<file path="config.mk">
export PLATFORM = sky130hd
export DESIGN_NAME = fpu_align_stage
export DESIGN_NICKNAME = d
export VERILOG_FILES = /design/src/rtl/fpu_pkg.sv /design/src/rtl/fpu_shift_sticky.sv /design/src/rtl/fpu_align_stage.sv
export SDC_FILE = /design/constraint.sdc
export NUM_CORES = 1
export LEC_CHECK = 0
export CORE_UTILIZATION = 53
export CTS_CLUSTER_SIZE = 25
export DETAILED_ROUTE_END_ITERATION = 12
export PLACE_DENSITY = 0.93
export SLEW_MARGIN = 20
export SYNTH_ARGS = -nofsm -noshare
export SYNTH_HDL_FRONTEND = slang
export SYNTH_SLANG_ARGS = --single-unit
</file>
<file path="constraint.sdc">
create_clock -name clk -period 2.5 [get_ports clk]
set_clock_uncertainty 0.05 [all_clocks]
set_input_delay 0.5 -clock clk [delete_from_list [all_inputs] [get_ports clk]]
set_output_delay 0.5 -clock clk [all_outputs]
set_load 0.1 [all_outputs]
</file>
<file path="src/rtl/fpu_pkg.sv">
// Shared widths and the alignment pipeline register type for the FPU add/sub front end.
package fpu_pkg;

  localparam int unsigned EXP_W    = 8;
  localparam int unsigned FRAC_W   = 23;
  localparam int unsigned MANT_X_W = 27;

  typedef struct packed {
    logic                sign;
    logic [EXP_W-1:0]    exp;
    logic [MANT_X_W-1:0] mant_l;
    logic [MANT_X_W-1:0] mant_s;
    logic                eff_sub;
    logic                special;
  } align_t;

endpackage

</file>
<file path="src/rtl/fpu_shift_sticky.sv">
// Combinational right shifter for extended significands; shifted-out bits collapse into bit 0 (sticky).
module fpu_shift_sticky
  import fpu_pkg::*;
(
  input  logic [MANT_X_W-1:0] mant_in,
  input  logic [EXP_W-1:0]    shamt,
  output logic [MANT_X_W-1:0] mant_out
);

  logic [MANT_X_W-1:0] mask;
  logic                sticky;

  always_comb begin
    mask     = '0;
    sticky   = 1'b0;
    mant_out = '0;
    if (shamt >= EXP_W'(MANT_X_W)) begin
      mant_out = {{(MANT_X_W-1){1'b0}}, |mant_in};
    end else begin
      // Amounts below 27 fit in 5 bits; mask selects exactly the bits shifted out.
      mask     = (MANT_X_W'(1) << shamt[4:0]) - MANT_X_W'(1);
      sticky   = |(mant_in & mask);
      mant_out = (mant_in >> shamt[4:0]) | {{(MANT_X_W-1){1'b0}}, sticky};
    end
  end

endmodule

</file>
<file path="src/rtl/fpu_align_stage.sv">
// Registered operand-alignment stage ahead of the FPU adder: flush, order, shift, valid/ready handshake.
// Optional exponent-255 flag enabled by defining FPU_ALIGN_SPECIAL_EN.
module fpu_align_stage
  import fpu_pkg::*;
(
  input  logic                clk,
  input  logic                rst,
  input  logic                in_valid,
  output logic                in_ready,
  input  logic [31:0]         x1,
  input  logic [31:0]         x2,
  input  logic                op_sub,
  output logic                out_valid,
  input  logic                out_ready,
  output logic                out_sign,
  output logic [EXP_W-1:0]    out_exp,
  output logic [MANT_X_W-1:0] out_mant_l,
  output logic [MANT_X_W-1:0] out_mant_s,
  output logic                out_eff_sub,
  output logic                out_special
);

  logic                s1, s2, sl, swap, special;
  logic [EXP_W-1:0]    e1, e2, el, es, d;
  logic [MANT_X_W-1:0] m1, m2, ml, ms, ms_al;
  align_t              nxt, r;

  always_comb begin
    s1   = x1[31];
    s2   = x2[31] ^ op_sub;
    e1   = x1[30:23];
    e2   = x2[30:23];
    m1   = (e1 == '0) ? '0 : {1'b1, x1[FRAC_W-1:0], 3'b000};
    m2   = (e2 == '0) ? '0 : {1'b1, x2[FRAC_W-1:0], 3'b000};
    // Magnitude order from the raw exponent/fraction bits; ties keep x1 as the larger.
    swap = x1[30:0] < x2[30:0];
    sl   = swap ? s2 : s1;
    el   = swap ? e2 : e1;
    es   = swap ? e1 : e2;
    ml   = swap ? m2 : m1;
    ms   = swap ? m1 : m2;
    d    = el - es;
  end

  fpu_shift_sticky u_shift (
    .mant_in  (ms),
    .shamt    (d),
    .mant_out (ms_al)
  );

`ifdef FPU_ALIGN_SPECIAL_EN
  assign special = (e1 == '1) | (e2 == '1);
`else
  assign special = 1'b0;
`endif

  always_comb begin
    nxt         = '0;
    nxt.sign    = sl;
    nxt.exp     = el;
    nxt.mant_l  = ml;
    nxt.mant_s  = ms_al;
    nxt.eff_sub = s1 ^ s2;
    nxt.special = special;
  end

  assign in_ready = !out_valid || out_ready;

  always_ff @(posedge clk or posedge rst) begin
    if (rst) begin
      out_valid <= 1'b0;
      r         <= '0;
    end else if (in_ready) begin
      out_valid <= in_valid;
      if (in_valid) r <= nxt;
    end
  end

  assign out_sign    = r.sign;
  assign out_exp     = r.exp;
  assign out_mant_l  = r.mant_l;
  assign out_mant_s  = r.mant_s;
  assign out_eff_sub = r.eff_sub;
  assign out_special = r.special;

endmodule

</file>
==> impl_metrics.sql, run 1 <==
INSERT INTO impl_metrics (metric_group, metric, value, unit) VALUES
('synthesis', 'netlist.area_leader.share', '24.23', '%'),
('cts', 'post_cts.repair.setup_buffers', '50', ''),
('synthesis', 'synth_enable_flop_cells', '0', ''),
('placement', 'dp_hpwl', '22250', 'um'),
('synthesis', 'cell_area_after_synthesis', '6402', 'um^2'),
('synthesis', 'synth.largest_area_cell', 'dfrtp_1', ''),
('outcome', 'outcome', 'stopped before the end', ''),
('synthesis', 'synth_seq_area_share', '24.23', '%'),
('die', 'top_level_ports', '136', ''),
('synthesis', 'synth.ff_latch_count', '62', ''),
('die', 'chipHeight', '111.9', 'um'),
('cts', 'cts_buffers', '9', ''),
('placement', 'place_congestion', '1.230', ''),
('cts', 'cts.sink_count', '62', ''),
('outcome', 'run.stop_error', '[ERROR DPL-0033] detailed placement checks failed during check placement.', ''),
('die', 'rows', '39', ''),
('synthesis', 'synthArstFlopShare', '100.0', '%'),
('cts', 'cts_htree_levels', '3', ''),
('cts', 'cts-root-to-sink-buffers', '2', ''),
('die', 'die_w', '111.9', 'um'),
('die', 'initial_utilization', '55.13', '%'),
('cts', 'cts-hold-fix-buffers', '0', ''),
('synthesis', 'ys_top_cells_by_area', 'dfrtp_1 24%, mux4_2 7.7%, nand2_1 7.2%, mux2i_1 6.9%, ha_1 6.3%', ''),
('synthesis', 'synth.yosys.warnings', '0', ''),
('synthesis', 'synthesis.area_per_instance', '8.053', 'um^2'),
('cts', 'post_cts_resized', '453', ''),
('synthesis', 'yosys_most_used_dff', 'dfrtp_1', ''),
('outcome', 'flow.stopped_at', '4_1_cts', ''),
('synthesis', 'syn_inst_count', '795', ''),
('placement', 'io_buffer_count', '131', ''),
('synthesis', 'synth.distinct_cells', '76', ''),
('cts', 'clock-root-buffer', 'clkbuf_16', '');
[per-stage QoR]
stage	setup slack [ns]	utilization, %	cell area (um^2)	cells
after detailed placement	-2.718	82.20	9547	1248
after floorplan	-2.420	-	6739	798
after global placement	-2.424	82.20	9547	1248
[kinds of logic after synthesis]
group | Yosys count | share of synthesized area [%]
simple gates | 266 | 18.66
compound gates | 238 | 25.25
buf+inv | 106 | 6.899
mux | 85 | 17.96
flops | 62 | 24.23
fa+ha+maj | 32 | 6.254
xor+xnor | 5 | 0.6840
other cells | 1 | 0.05857
[synth_stat cells, types with 4 or more instances]
cell type  instances
nand2_1          123
nor2_1            67
dfrtp_1           62
o21ai_0           61
a21oi_1           45
inv_1             44
mux2i_1           44
clkbuf_1          35
ha_1              32
a31oi_1           25
mux4_2            22
a22o_1            19
mux2_2            19
nand3_1           17
buf_2             11
nor3_1            10
and2_1             9
buf_1              9
nor4_1             9
o211ai_1           9
o22ai_1            9
a21o_1             6
nand2b_1           5
nand4_1            5
a2111oi_0          4
a211o_1            4
a32o_1             4
buf_4              4
o31a_1             4
o31ai_1            4
xnor2_1            4
==> run 2: changes to the inputs <==
--- a/config.mk
+++ b/config.mk
@@ -5,10 +5,9 @@
 export SDC_FILE = /design/constraint.sdc
 export NUM_CORES = 1
 export LEC_CHECK = 0
-export CORE_UTILIZATION = 53
-export CTS_CLUSTER_SIZE = 25
+export CORE_UTILIZATION = 40
 export DETAILED_ROUTE_END_ITERATION = 12
-export PLACE_DENSITY = 0.93
+export PLACE_DENSITY_LB_ADDON = 0.15
 export SLEW_MARGIN = 20
 export SYNTH_ARGS = -nofsm -noshare
 export SYNTH_HDL_FRONTEND = slang
==> impl_metrics.sql, run 2 <==
INSERT INTO impl_metrics (metric_group, metric, value, unit) VALUES
('outcome', 'outcome', 'finished, violations left', ''),
('outcome', 'violations_in_the_final_reports', 'setup timing', ''),
('critical_path', 'reg2reg_from', 'out_valid', ''),
('timing', 'timing.max_slew.rel_slack', '55.52', '%'),
('synthesis', 'synth.distinct_cells', '76', ''),
('power_and_ir_drop', 'power-per-cell-area', '672.8', 'nW/um^2'),
('global_routing', 'grt_usage', '36.17', '%'),
('cells_and_area', 'antennaDiodeCount', '0', ''),
('synthesis', 'ys_top_cells_by_area', 'dfrtp_1 24%, mux4_2 7.7%, nand2_1 7.2%, mux2i_1 6.9%, ha_1 6.3%', ''),
('die', 'die-area', '16520', 'um^2'),
('cts', 'clock-root-buffer', 'clkbuf_16', ''),
('cells_and_area', 'final_common_cell', 'buf_4', ''),
('cts', 'cts_tree', 'done', ''),
('critical_path', 'r2r_slack', '0.75', 'ns'),
('timing', 'report.final.slew_viol_count', '0', ''),
('placement', 'dp_hpwl', '22100', 'um'),
('critical_path', 'critical_path_required', '2.72', 'ns'),
('timing', 'rsz_0062_raised_after_global_routing', 'true', ''),
('cells_and_area', 'syn2layout_area_growth', '81.61', '%'),
('worst_hold_path', 'holdCritPathClass', 'input pin to async pin', ''),
('global_routing', 'number_of_antenna_violations_at_the_first_check_in_global_routing', '0', ''),
('timing', 'final_min_period_over_clock_period', '168.8', '%'),
('cts', 'clk_pin_slew_worst_paths', '0.07', 'ns'),
('power_and_ir_drop', 'clock_group_share_of_total_power', '18.3', '%'),
('synthesis', 'synth_most_common_cell', 'nand2_1', ''),
('power_and_ir_drop', 'power.sequential.fraction', '15.6', '%'),
('cells_and_area', 'fin_util', '75.37', '%'),
('critical_path', 'worst_setup_path_end_kind', 'register', ''),
('global_routing', 'maximum_number_of_pins_on_one_net_before_global_route_repair', '40', ''),
('cts', 'cts-root-to-sink-buffers', '2', ''),
('critical_path', 'worstSetupStartpointType', 'input pin', ''),
('drt', 'drt_first_iter_violations', '938', ''),
('die', 'chipHeight', '128.5', 'um'),
('synthesis', 'synth_enable_flop_cells', '0', ''),
('drt', 'total_wirelength', '31770', 'um'),
('critical_path', 'worst_setup_path_category', 'input pin to register', ''),
('synthesis', 'synth_seq_area_share', '24.23', '%'),
('timing', 'tns', '-57.73', 'ns'),
('power_and_ir_drop', 'totalPowerFinal', '7.823', 'mW'),
('synthesis', 'synthArstFlopShare', '100.0', '%'),
('cells_and_area', 'flip_flop_count_of_the_largest_register_after_layout', '27', ''),
('timing', 'timing_worst_slew_pin_value', '0.6655', 'ns'),
('power_and_ir_drop', 'vdd_ir_drop_max', '0.0003961', 'V'),
('cells_and_area', 'num-fill-cells', '1042', ''),
('cts', 'cts_htree_levels', '3', ''),
('global_routing', 'globalRouteOverflowTotal', '0', ''),
('synthesis', 'synth.ff_latch_count', '62', ''),
('synthesis', 'syn_inst_count', '795', ''),
('die', 'die_w', '128.5', 'um'),
('synthesis', 'compound_cell_area_share_of_the_yosys_netlist', '25.25', '%'),
('cts', 'cts_buffers', '9', ''),
('timing', 'timing.fmax', '0.2370', 'GHz'),
('global_routing', 'wire_length_of_the_first_global_routing_pass', '45640', 'um'),
('synthesis', 'synth-xor-area-share', '0.6840', '%'),
('timing', 'worst_slack', '-1.720', 'ns'),
('power_and_ir_drop', 'power_leakage', '5.469', 'nW'),
('global_routing', 'grt_pass1_vias', '8499', ''),
('synthesis', 'cell_area_after_synthesis', '6402', 'um^2'),
('synthesis', 'synthesis.area_per_instance', '8.053', 'um^2'),
('drt', 'dr.pass1.iters', '5', ''),
('cts', 'clk_latency', '0.35', 'ns'),
('timing', 'final_hold_viol_count', '0', ''),
('placement', 'preCtsSetupSlack', '-2.629', 'ns'),
('cells_and_area', 'final_layout_size_suffix_gt1_share', '53.59', '%'),
('critical_path', 'critical_path.startpoint', 'x1[10]', ''),
('synthesis', 'synthMuxAreaShare', '17.96', '%'),
('timing', 'fin_hold_ws', '0.3985', 'ns'),
('synthesis', 'synth_adder_area_share', '6.254', '%'),
('placement', 'io_buffer_count', '131', ''),
('critical_path', 'crit_path_max_fanout', '4', ''),
('power_and_ir_drop', 'p_sw', '3.712', 'mW'),
('synthesis', 'netlist.area_leader.share', '24.23', '%'),
('synthesis', 'synth.top_cells.by_count', '123 x nand2_1, 67 x nor2_1, 62 x dfrtp_1, 61 x o21ai_0, 45 x a21oi_1', ''),
('drt', 'post_detailed_route_wirelength_per_cell', '22.55', 'um'),
('critical_path', 'cp_data_arrival_time', '4.44', 'ns'),
('run', 'max_cap_viol_count', '0', ''),
('die', 'rows', '45', ''),
('cells_and_area', 'commonest_cells_after_routing_fill_and_taps_aside', '323 x buf_4, 110 x nand2_1, 61 x dfrtp_1', ''),
('cells_and_area', 'layout.nets', '1294', ''),
('synthesis', 'yosys_most_used_dff', 'dfrtp_1', ''),
('synthesis', 'synthSimpleGateAreaFrac', '18.66', '%'),
('die', 'top_level_ports', '136', ''),
('cts', 'cts.sink_count', '62', ''),
('critical_path', 'r2r-end', 'out_mant_s[15]', ''),
('placement', 'place_congestion', '0.9861', ''),
('die', 'core_region_area', '15430', 'um^2'),
('drt', 'post_drt_via_cell_ratio', '6.119', ''),
('power_and_ir_drop', 'power.combinational.fraction', '66.1', '%'),
('drt', 'vias', '8622', ''),
('synthesis', 'main_combinational_cell_family_by_area_after_synthesis', 'compound AO/OA/AOI/OAI gates', ''),
('synthesis', 'synth.largest_area_cell', 'dfrtp_1', ''),
('die', 'initial_utilization', '41.50', '%'),
('synthesis', 'synth.yosys.warnings', '0', ''),
('critical_path', 'reg2reg_depth', '5', ''),
('power_and_ir_drop', 'intPower', '4.111', 'mW'),
('timing', 'final-setup-viol-count', '53', ''),
('drt', 'detail-route-antenna-nets', '0', ''),
('power_and_ir_drop', 'switching_share_of_power', '47.44', '%'),
('drt', 'drt_drc_violations_left', '0', ''),
('timing', 'time_the_worst_path_needs_with_i_o_delays_and_setup', '4.220', 'ns');
[run 2: cell counts after synthesis]
Identical to the previous run, type by type.
[run 2: kinds of logic (layout without fill, tap and decap cells)]
kind of cell             after synthesis  count (layout)
adder cells (fa/ha/maj)               32              32
multiplexers                          85              85
other                                  1               4
XOR/XNOR                               5               5
AO/OA/AOI/OAI                        238             238
AND/OR/NAND/NOR                      266             267
buffers and inverters                106             505
flip-flops                            62              62
[run 2: cell type report]
| class | instances | area (um^2) | area share, % |
|---|---|---|---|
| multi-input cells | 631 | 5444 | 46.82 |
| flip-flops and latches | 62 | 1553 | 13.35 |
| clock inverters | 7 | 98.84 | 0.8501 |
| well taps | 211 | 264.0 | 2.271 |
| inverters | 45 | 191.4 | 1.646 |
| repair buffers | 444 | 3851 | 33.12 |
| clock buffers | 9 | 225.2 | 1.937 |
[run 2: power groups by stage]
stage / registers (mW) / logic, mW / clock network [mW]
after floorplan: 2.20 / 1.66 / 0
after global placement: 1.22 / 4.15 / 0
after detailed placement: 1.23 / 4.18 / 0
after CTS: 1.22 / 4.79 / 1.43
after global routing: 1.23 / 5.37 / 1.47
final: 1.22 / 5.17 / 1.43
[run 2: worst max-delay path, stage by stage]
cell	delay [ns]
dlygate4sd2_1	0.29
ha_4	0.30
nand4_1	0.20
o31ai_4	0.42
a21oi_4	0.13
nor2_2	0.14
a21oi_2	0.06
ha_2	0.20
a311oi_4	0.35
a21oi_4	0.14
buf_6	0.14
o31a_1	0.35
buf_6	0.15
buf_6	0.12
buf_6	0.12
nor4_4	0.26
a21oi_1	0.07
o221ai_1	0.23
nor4_2	0.08
a22oi_1	0.18
[run 2: metrics by stage]
step,cells,instance area [um^2]
2_1_floorplan,798,6739
3_3_place_gp,1330,9712
3_5_place_dp,1330,9717
4_1_cts,1395,11160
5_1_grt,1409,11630
6_report,1409,11630
[run 2: metal layers]
layer	part of all wire, %	GRT usage, %	vias to the layer above	wire length (um)
li1	-	-	3736	-
met1	38	42.95	4166	11990
met2	48	62.73	562	15380
met3	8.3	6.611	158	2636
met4	5.5	17.99	0	1752
met5	0	0	-	0
[run 2: worst max path at each step]
| stage | cells after the start | end | slack, ns |
|---|---|---|---|
| 2_1_floorplan | 22 | out_mant_s[0] | -2.42 |
| 3_3_place_gp | 16 | out_mant_s[20] | -2.74 |
| 3_5_place_dp | 20 | out_mant_s[0] | -2.63 |
| 4_1_cts | 21 | out_mant_s[0] | -1.69 |
| 5_1_grt | 19 | out_mant_s[0] | -1.83 |
| 6_report | 20 | out_mant_s[0] | -1.72 |
[run 2: what timing repair did]
item                                    4_1_cts  5_1_grt
endpoints found under the setup margin       60       60
hold buffers                                  0        0
gates resized for setup                     305      108
cloned                                        5        1
buffers inserted                             44       18
endpoints found under the hold margin         0        0
pin swaps                                    73       68
Note: power is estimated with default switching activity, not from simulation.
==> run 3: changes to the inputs <==
--- a/config.mk
+++ b/config.mk
@@ -7,6 +7,7 @@
 export LEC_CHECK = 0
 export CORE_UTILIZATION = 40
 export DETAILED_ROUTE_END_ITERATION = 12
+export GPL_ROUTABILITY_DRIVEN = 0
 export PLACE_DENSITY_LB_ADDON = 0.15
 export SLEW_MARGIN = 20
 export SYNTH_ARGS = -nofsm -noshare
==> impl_metrics.sql, run 3 (same netlist as run 2, synthesis figures left out) <==
INSERT INTO impl_metrics (metric_group, metric, value, unit) VALUES
('cells_and_area', 'final_layout_size_suffix_gt1_share', '54.61', '%'),
('drt', 'total_wirelength', '31160', 'um'),
('timing', 'timing.fmax', '0.2316', 'GHz'),
('cells_and_area', 'flip_flop_count_of_the_largest_register_after_layout', '27', ''),
('die', 'core_region_area', '15430', 'um^2'),
('outcome', 'outcome', 'finished, violations left', ''),
('power_and_ir_drop', 'clock_group_share_of_total_power', '17.0', '%'),
('cts', 'cts-hold-fix-buffers', '0', ''),
('drt', 'dr.pass1.iters', '9', ''),
('global_routing', 'wire_length_of_the_first_global_routing_pass', '45260', 'um'),
('cells_and_area', 'antennaDiodeCount', '0', ''),
('critical_path', 'crit_path_max_fanout', '5', ''),
('critical_path', 'worstSetupStartpointType', 'input pin', ''),
('global_routing', 'maximum_number_of_pins_on_one_net_before_global_route_repair', '69', ''),
('timing', 'final_min_period_over_clock_period', '172.7', '%'),
('drt', 'drt_drc_violations_left', '0', ''),
('die', 'initial_utilization', '41.50', '%'),
('placement', 'placement.cell_area', '9652', 'um^2'),
('placement', 'dp_hpwl', '19470', 'um'),
('timing', 'worst_slack', '-1.818', 'ns'),
('cts', 'clk_pin_slew_worst_paths', '0.06', 'ns'),
('power_and_ir_drop', 'intPower', '3.876', 'mW'),
('timing', 'final_hold_viol_count', '0', ''),
('timing', 'timing_worst_slew_pin_value', '0.5517', 'ns'),
('cells_and_area', 'commonest_cells_after_routing_fill_and_taps_aside', '317 x buf_4, 114 x nand2_1, 61 x dfrtp_1', ''),
('power_and_ir_drop', 'p_sw', '3.577', 'mW'),
('die', 'die-area', '16520', 'um^2'),
('global_routing', 'grt_pass1_vias', '8735', ''),
('die', 'die_w', '128.5', 'um'),
('worst_hold_path', 'holdCritPathClass', 'register to register', ''),
('global_routing', 'number_of_antenna_violations_at_the_first_check_in_global_routing', '0', ''),
('cts', 'clock-root-buffer', 'clkbuf_16', ''),
('timing', 'rsz_0062_raised_after_global_routing', 'true', ''),
('critical_path', 'cp_data_arrival_time', '4.50', 'ns'),
('power_and_ir_drop', 'vdd_ir_drop_max', '0.0003918', 'V'),
('cts', 'cts_htree_levels', '3', ''),
('cells_and_area', 'final_common_cell', 'buf_4', ''),
('critical_path', 'worst_setup_path_end_kind', 'register', ''),
('outcome', 'violations_in_the_final_reports', 'setup timing', ''),
('die', 'chipHeight', '128.5', 'um'),
('cts', 'cts_tree', 'done', ''),
('cells_and_area', 'layout.nets', '1299', ''),
('cells_and_area', 'syn2layout_area_growth', '81.98', '%'),
('drt', 'detail-route-antenna-nets', '0', ''),
('cts', 'cts-root-to-sink-buffers', '2', ''),
('critical_path', 'worst_setup_path_category', 'input pin to register', ''),
('die', 'top_level_ports', '136', ''),
('drt', 'vias', '8782', ''),
('global_routing', 'globalRouteOverflowTotal', '0', ''),
('cells_and_area', 'fin_util', '75.52', '%'),
('cts', 'cts_buffers', '9', ''),
('timing', 'report.final.slew_viol_count', '0', ''),
('power_and_ir_drop', 'power_leakage', '5.468', 'nW'),
('drt', 'post_detailed_route_wirelength_per_cell', '22.04', 'um'),
('cells_and_area', 'final_cell_area', '11650', 'um^2'),
('placement', 'io_buffer_count', '131', ''),
('power_and_ir_drop', 'switching_share_of_power', '48.00', '%'),
('timing', 'final-setup-viol-count', '53', ''),
('die', 'rows', '45', ''),
('drt', 'post_drt_via_cell_ratio', '6.211', ''),
('run', 'max_cap_viol_count', '0', ''),
('global_routing', 'grt_usage', '35.72', '%'),
('timing', 'timing.max_slew.rel_slack', '62.27', '%'),
('power_and_ir_drop', 'power.sequential.fraction', '16.4', '%'),
('timing', 'time_the_worst_path_needs_with_i_o_delays_and_setup', '4.318', 'ns'),
('placement', 'preCtsSetupSlack', '-2.602', 'ns'),
('cts', 'clk_latency', '0.34', 'ns'),
('critical_path', 'critical_path_required', '2.68', 'ns'),
('power_and_ir_drop', 'power-per-cell-area', '639.7', 'nW/um^2'),
('drt', 'drt_first_iter_violations', '1246', ''),
('power_and_ir_drop', 'power.combinational.fraction', '66.6', '%'),
('cts', 'cts.sink_count', '62', ''),
('timing', 'fin_hold_ws', '0.4340', 'ns'),
('power_and_ir_drop', 'totalPowerFinal', '7.453', 'mW');
## run 3: changes by cell type in the layout (fill, tap and decap cells not counted), moves of 6 or more
cell             change
buf_6               +17
clkbuf_2            +13
dlygate4sd2_1       -13
o21ai_0              +9
nor2_1               -8
clkdlybuf4s15_2      -7
a31oi_1              -6
a31oi_2              +6
buf_4                -6
nor2_2               +6
## run 3: power by group through the flow
stage | clock (mW) | combinational, mW | sequential, mW
global placement | 0 | 4.02 | 1.23
detailed placement | 0 | 4.06 | 1.23
global route | 1.31 | 5.15 | 1.23
finish | 1.27 | 4.96 | 1.22
CTS | 1.27 | 4.59 | 1.22
floorplan | 0 | 1.66 | 2.20
## run 3: cell type report
cell class              count  area [um^2]
fillers                   999         3776
inverters                  45        198.9
multi-input cells         630         5450
flip-flops and latches     62         1553
well taps                 211        264.0
clock inverters             7        65.06
clock buffers               9        225.2
repair buffers            450         3895
## run 3: path summary, 6_finish.rpt
kind / startpoint / endpoint / slack (ns) / cells after the start
hold reg to reg: out_exp[5] / out_exp[5] / 0.43 / 1
hold / removal: out_exp[5] / out_exp[5] / 0.43 / 1
setup / recovery: x1[8] / out_mant_s[0] / -1.82 / 19
min in group asynchronous: rst / out_mant_l[9] / 0.47 / 3
max in group asynchronous: rst / out_valid / 1.68 / 3
setup reg to reg: out_valid / out_mant_s[21] / 0.87 / 6
## run 3: metal layers
metal	routed length [um]	global-route usage, %	vias up
met5	0	0	-
li1	-	-	3743
met4	2312	21.59	0
met2	14770	60.57	651
met1	11110	41.17	4141
met3	2978	8.067	247
## run 3: through the flow
stage | TNS (ns) | instances
after floorplan | -69.56 | 798
after global placement | -90.96 | 1317
after detailed placement | -95.84 | 1317
after CTS | -48.11 | 1393
after global routing | -59.57 | 1414
final | -54.76 | 1414
## run 3: worst max-delay path: stages
cell and delay [ns]:
buf_4 0.13, ha_4 0.27, buf_6 0.08, nand4_1 0.21
o31ai_4 0.47, a21oi_4 0.12, nor2_2 0.14, a21oi_2 0.05
ha_2 0.20, a311oi_4 0.37, buf_4 0.21, nand3_4 0.11
a211oi_2 0.26, buf_4 0.18, a2111oi_4 0.07, a211o_1 0.26
or4_4 0.57, nor4_4 0.16, a22oi_1 0.12
## run 3: repair_timing
item,4_1_cts,5_1_grt
setup buffers,59,28
gates cloned,7,1
setup endpoints to repair,60,60
pin swaps,76,53
resized for setup,314,145
==> run 4: changes to the inputs <==
--- a/config.mk
+++ b/config.mk
@@ -5,7 +5,9 @@
 export SDC_FILE = /design/constraint.sdc
 export NUM_CORES = 1
 export LEC_CHECK = 0
-export CORE_UTILIZATION = 40
+export CELL_PAD_IN_SITES_DETAIL_PLACEMENT = 0
+export CELL_PAD_IN_SITES_GLOBAL_PLACEMENT = 1
+export CORE_UTILIZATION = 39
 export DETAILED_ROUTE_END_ITERATION = 12
 export GPL_ROUTABILITY_DRIVEN = 0
 export PLACE_DENSITY_LB_ADDON = 0.15
==> impl_metrics.sql, run 4 (same netlist as run 2, synthesis figures left out) <==
INSERT INTO impl_metrics (metric_group, metric, value, unit) VALUES
('drt', 'total_wirelength', '30220', 'um'),
('global_routing', 'wire_length_of_the_first_global_routing_pass', '42720', 'um'),
('die', 'chipHeight', '130.1', 'um'),
('die', 'initial_utilization', '40.16', '%'),
('power_and_ir_drop', 'power-per-cell-area', '649.5', 'nW/um^2'),
('cts', 'cts_htree_levels', '3', ''),
('cts', 'clk_pin_slew_worst_paths', '0.06', 'ns'),
('drt', 'vias', '8615', ''),
('placement', 'dp_cells', '1330', ''),
('cts', 'clock-root-buffer', 'clkbuf_16', ''),
('power_and_ir_drop', 'vdd_ir_drop_max', '0.0003720', 'V'),
('timing', 'final-setup-viol-count', '51', ''),
('power_and_ir_drop', 'p_sw', '3.521', 'mW'),
('cells_and_area', 'antennaDiodeCount', '0', ''),
('outcome', 'violations_in_the_final_reports', 'setup timing', ''),
('drt', 'detail-route-antenna-nets', '0', ''),
('die', 'die-area', '16930', 'um^2'),
('drt', 'post_drt_via_cell_ratio', '6.067', ''),
('critical_path', 'worst_setup_path_end_kind', 'register', ''),
('cts', 'cts.sink_count', '62', ''),
('die', 'top_level_ports', '136', ''),
('critical_path', 'worst_setup_path_category', 'input pin to register', ''),
('timing', 'timing.max_slew.rel_slack', '57.02', '%'),
('drt', 'post_detailed_route_wirelength_per_cell', '21.28', 'um'),
('global_routing', 'maximum_number_of_pins_on_one_net_before_global_route_repair', '63', ''),
('die', 'die_w', '130.1', 'um'),
('die', 'core_region_area', '15940', 'um^2'),
('critical_path', 'critical_path_required', '2.68', 'ns'),
('power_and_ir_drop', 'power_leakage', '5.453', 'nW'),
('critical_path', 'worstSetupStartpointType', 'input pin', ''),
('cts', 'cts_buffers', '9', ''),
('cts', 'cts_tree', 'done', ''),
('critical_path', 'crit_path_max_fanout', '5', ''),
('outcome', 'outcome', 'finished, violations left', ''),
('timing', 'final_hold_viol_count', '0', ''),
('power_and_ir_drop', 'power.sequential.fraction', '16.3', '%'),
('cells_and_area', 'final_layout_size_suffix_gt1_share', '54.15', '%'),
('die', 'rows', '46', ''),
('cells_and_area', 'final_cell_count_no_fill', '1420', ''),
('timing', 'worst_slack', '-1.662', 'ns'),
('placement', 'io_buffer_count', '131', ''),
('cells_and_area', 'syn2layout_area_growth', '80.59', '%'),
('timing', 'timing.fmax', '0.2402', 'GHz'),
('global_routing', 'grt_usage', '33.04', '%'),
('power_and_ir_drop', 'clock_group_share_of_total_power', '18.5', '%'),
('cells_and_area', 'final_common_cell', 'buf_4', ''),
('timing', 'report.final.slew_viol_count', '0', ''),
('cts', 'cts-hold-fix-buffers', '0', ''),
('timing', 'time_the_worst_path_needs_with_i_o_delays_and_setup', '4.162', 'ns'),
('global_routing', 'grt_pass1_vias', '8250', ''),
('cells_and_area', 'commonest_cells_after_routing_fill_and_taps_aside', '339 x buf_4, 114 x nand2_1, 61 x dfrtp_1', ''),
('drt', 'dr.pass1.iters', '7', ''),
('timing', 'rsz_0062_raised_after_global_routing', 'true', ''),
('worst_hold_path', 'holdCritPathClass', 'register to register', ''),
('drt', 'drt_first_iter_violations', '962', ''),
('global_routing', 'number_of_antenna_violations_at_the_first_check_in_global_routing', '0', ''),
('timing', 'timing_worst_slew_pin_value', '0.6400', 'ns'),
('power_and_ir_drop', 'power.combinational.fraction', '65.2', '%'),
('run', 'max_cap_viol_count', '0', ''),
('drt', 'drt_drc_violations_left', '0', ''),
('power_and_ir_drop', 'intPower', '3.989', 'mW'),
('cells_and_area', 'flip_flop_count_of_the_largest_register_after_layout', '27', ''),
('critical_path', 'cp_data_arrival_time', '4.34', 'ns'),
('placement', 'dp_hpwl', '20530', 'um'),
('timing', 'final_min_period_over_clock_period', '166.5', '%'),
('cells_and_area', 'layout.nets', '1300', ''),
('power_and_ir_drop', 'switching_share_of_power', '46.88', '%'),
('global_routing', 'globalRouteOverflowTotal', '0', ''),
('cts', 'clk_latency', '0.34', 'ns'),
('placement', 'preCtsSetupSlack', '-2.584', 'ns'),
('cts', 'cts-root-to-sink-buffers', '2', ''),
('cells_and_area', 'num-fill-cells', '1121', '');
run 4: cell count changes in the layout (fill, tap and decap cells not counted), moves of 3 or more:
cell,previous run,this run
buf_4,317,339
clkbuf_2,23,35
a21oi_2,18,12
a21oi_4,3,10
nor2_2,9,4
buf_8,6,3
buf_2,13,3
nor2_4,8,14
buf_6,48,31
buf_16,5,1
run 4: path summary, 6_finish.rpt:
kind	to	from	slack (ns)	cells past startpoint
setup / recovery	out_mant_s[0]	x1[30]	-1.66	19
hold / removal	out_mant_s[22]	out_mant_s[22]	0.43	2
setup reg to reg	out_mant_s[21]	out_valid	0.91	6
hold reg to reg	out_mant_s[22]	out_mant_s[22]	0.43	2
max in group asynchronous	out_valid	rst	1.60	3
min in group asynchronous	out_mant_l[13]	rst	0.50	3
run 4: layout make-up:
cell class              instances  area (um^2)  area share, %
clock inverters                 4        70.07         0.6060
inverters                      45        196.4          1.699
repair buffers                451         3766          32.57
clock buffers                  12        246.5          2.132
multi-input cells             630         5460          47.22
flip-flops and latches         62         1553          13.43
well taps                     216        270.3          2.337
run 4: what timing repair did:
item | 4_1_cts | 5_1_grt
cloned | 1 | 5
buffers inserted | 47 | 29
setup endpoints to repair | 60 | 58
pin swaps | 69 | 63
gates resized for setup | 243 | 182
run 4: through the flow:
stage	cell area, um^2	util, %	hold WS [ns]	power (mW)	TNS (ns)
final	11560	72.52	0.4250	7.510	-49.00
after global routing	11560	72.52	0.4608	7.761	-54.64
after detailed placement	9693	60.80	0.4181	5.335	-98.76
after floorplan	6739	-	0.5583	3.857	-69.56
after CTS	10900	68.36	0.4319	7.063	-43.31
after global placement	9693	60.80	0.4157	5.282	-92.39
run 4: critical path, cell delays in order:
cell and delay, ns:
buf_4 0.13, ha_4 0.26, nand4_1 0.13, or3_4 0.45
a2bb2oi_4 0.19, nand2_2 0.09, a21oi_4 0.05, nor2_2 0.14
a21oi_2 0.05, ha_2 0.20, a311oi_4 0.29, buf_4 0.18
nand3_4 0.09, a211oi_2 0.28, a2111oi_1 0.13, a211o_1 0.24
or4_4 0.55, nor4_4 0.27, a22oi_1 0.12
run 4: metal layers:
metal	wire length (um)	global-route usage (%)	part of all wire [%]	vias to the layer above
li1	-	-	-	3747
met1	11130	37.63	37	4106
met2	14780	58.64	49	571
met3	2267	5.207	7.5	191
met4	2041	18.95	6.8	0
met5	0	0	0	-
run 4: power by group through the flow:
stage	Sequential, mW	Combinational, mW	Clock (mW)
floorplan	2.20	1.66	0
global placement	1.22	4.06	0
detailed placement	1.24	4.10	0
CTS	1.22	4.45	1.40
global route	1.23	5.09	1.44
finish	1.22	4.90	1.39
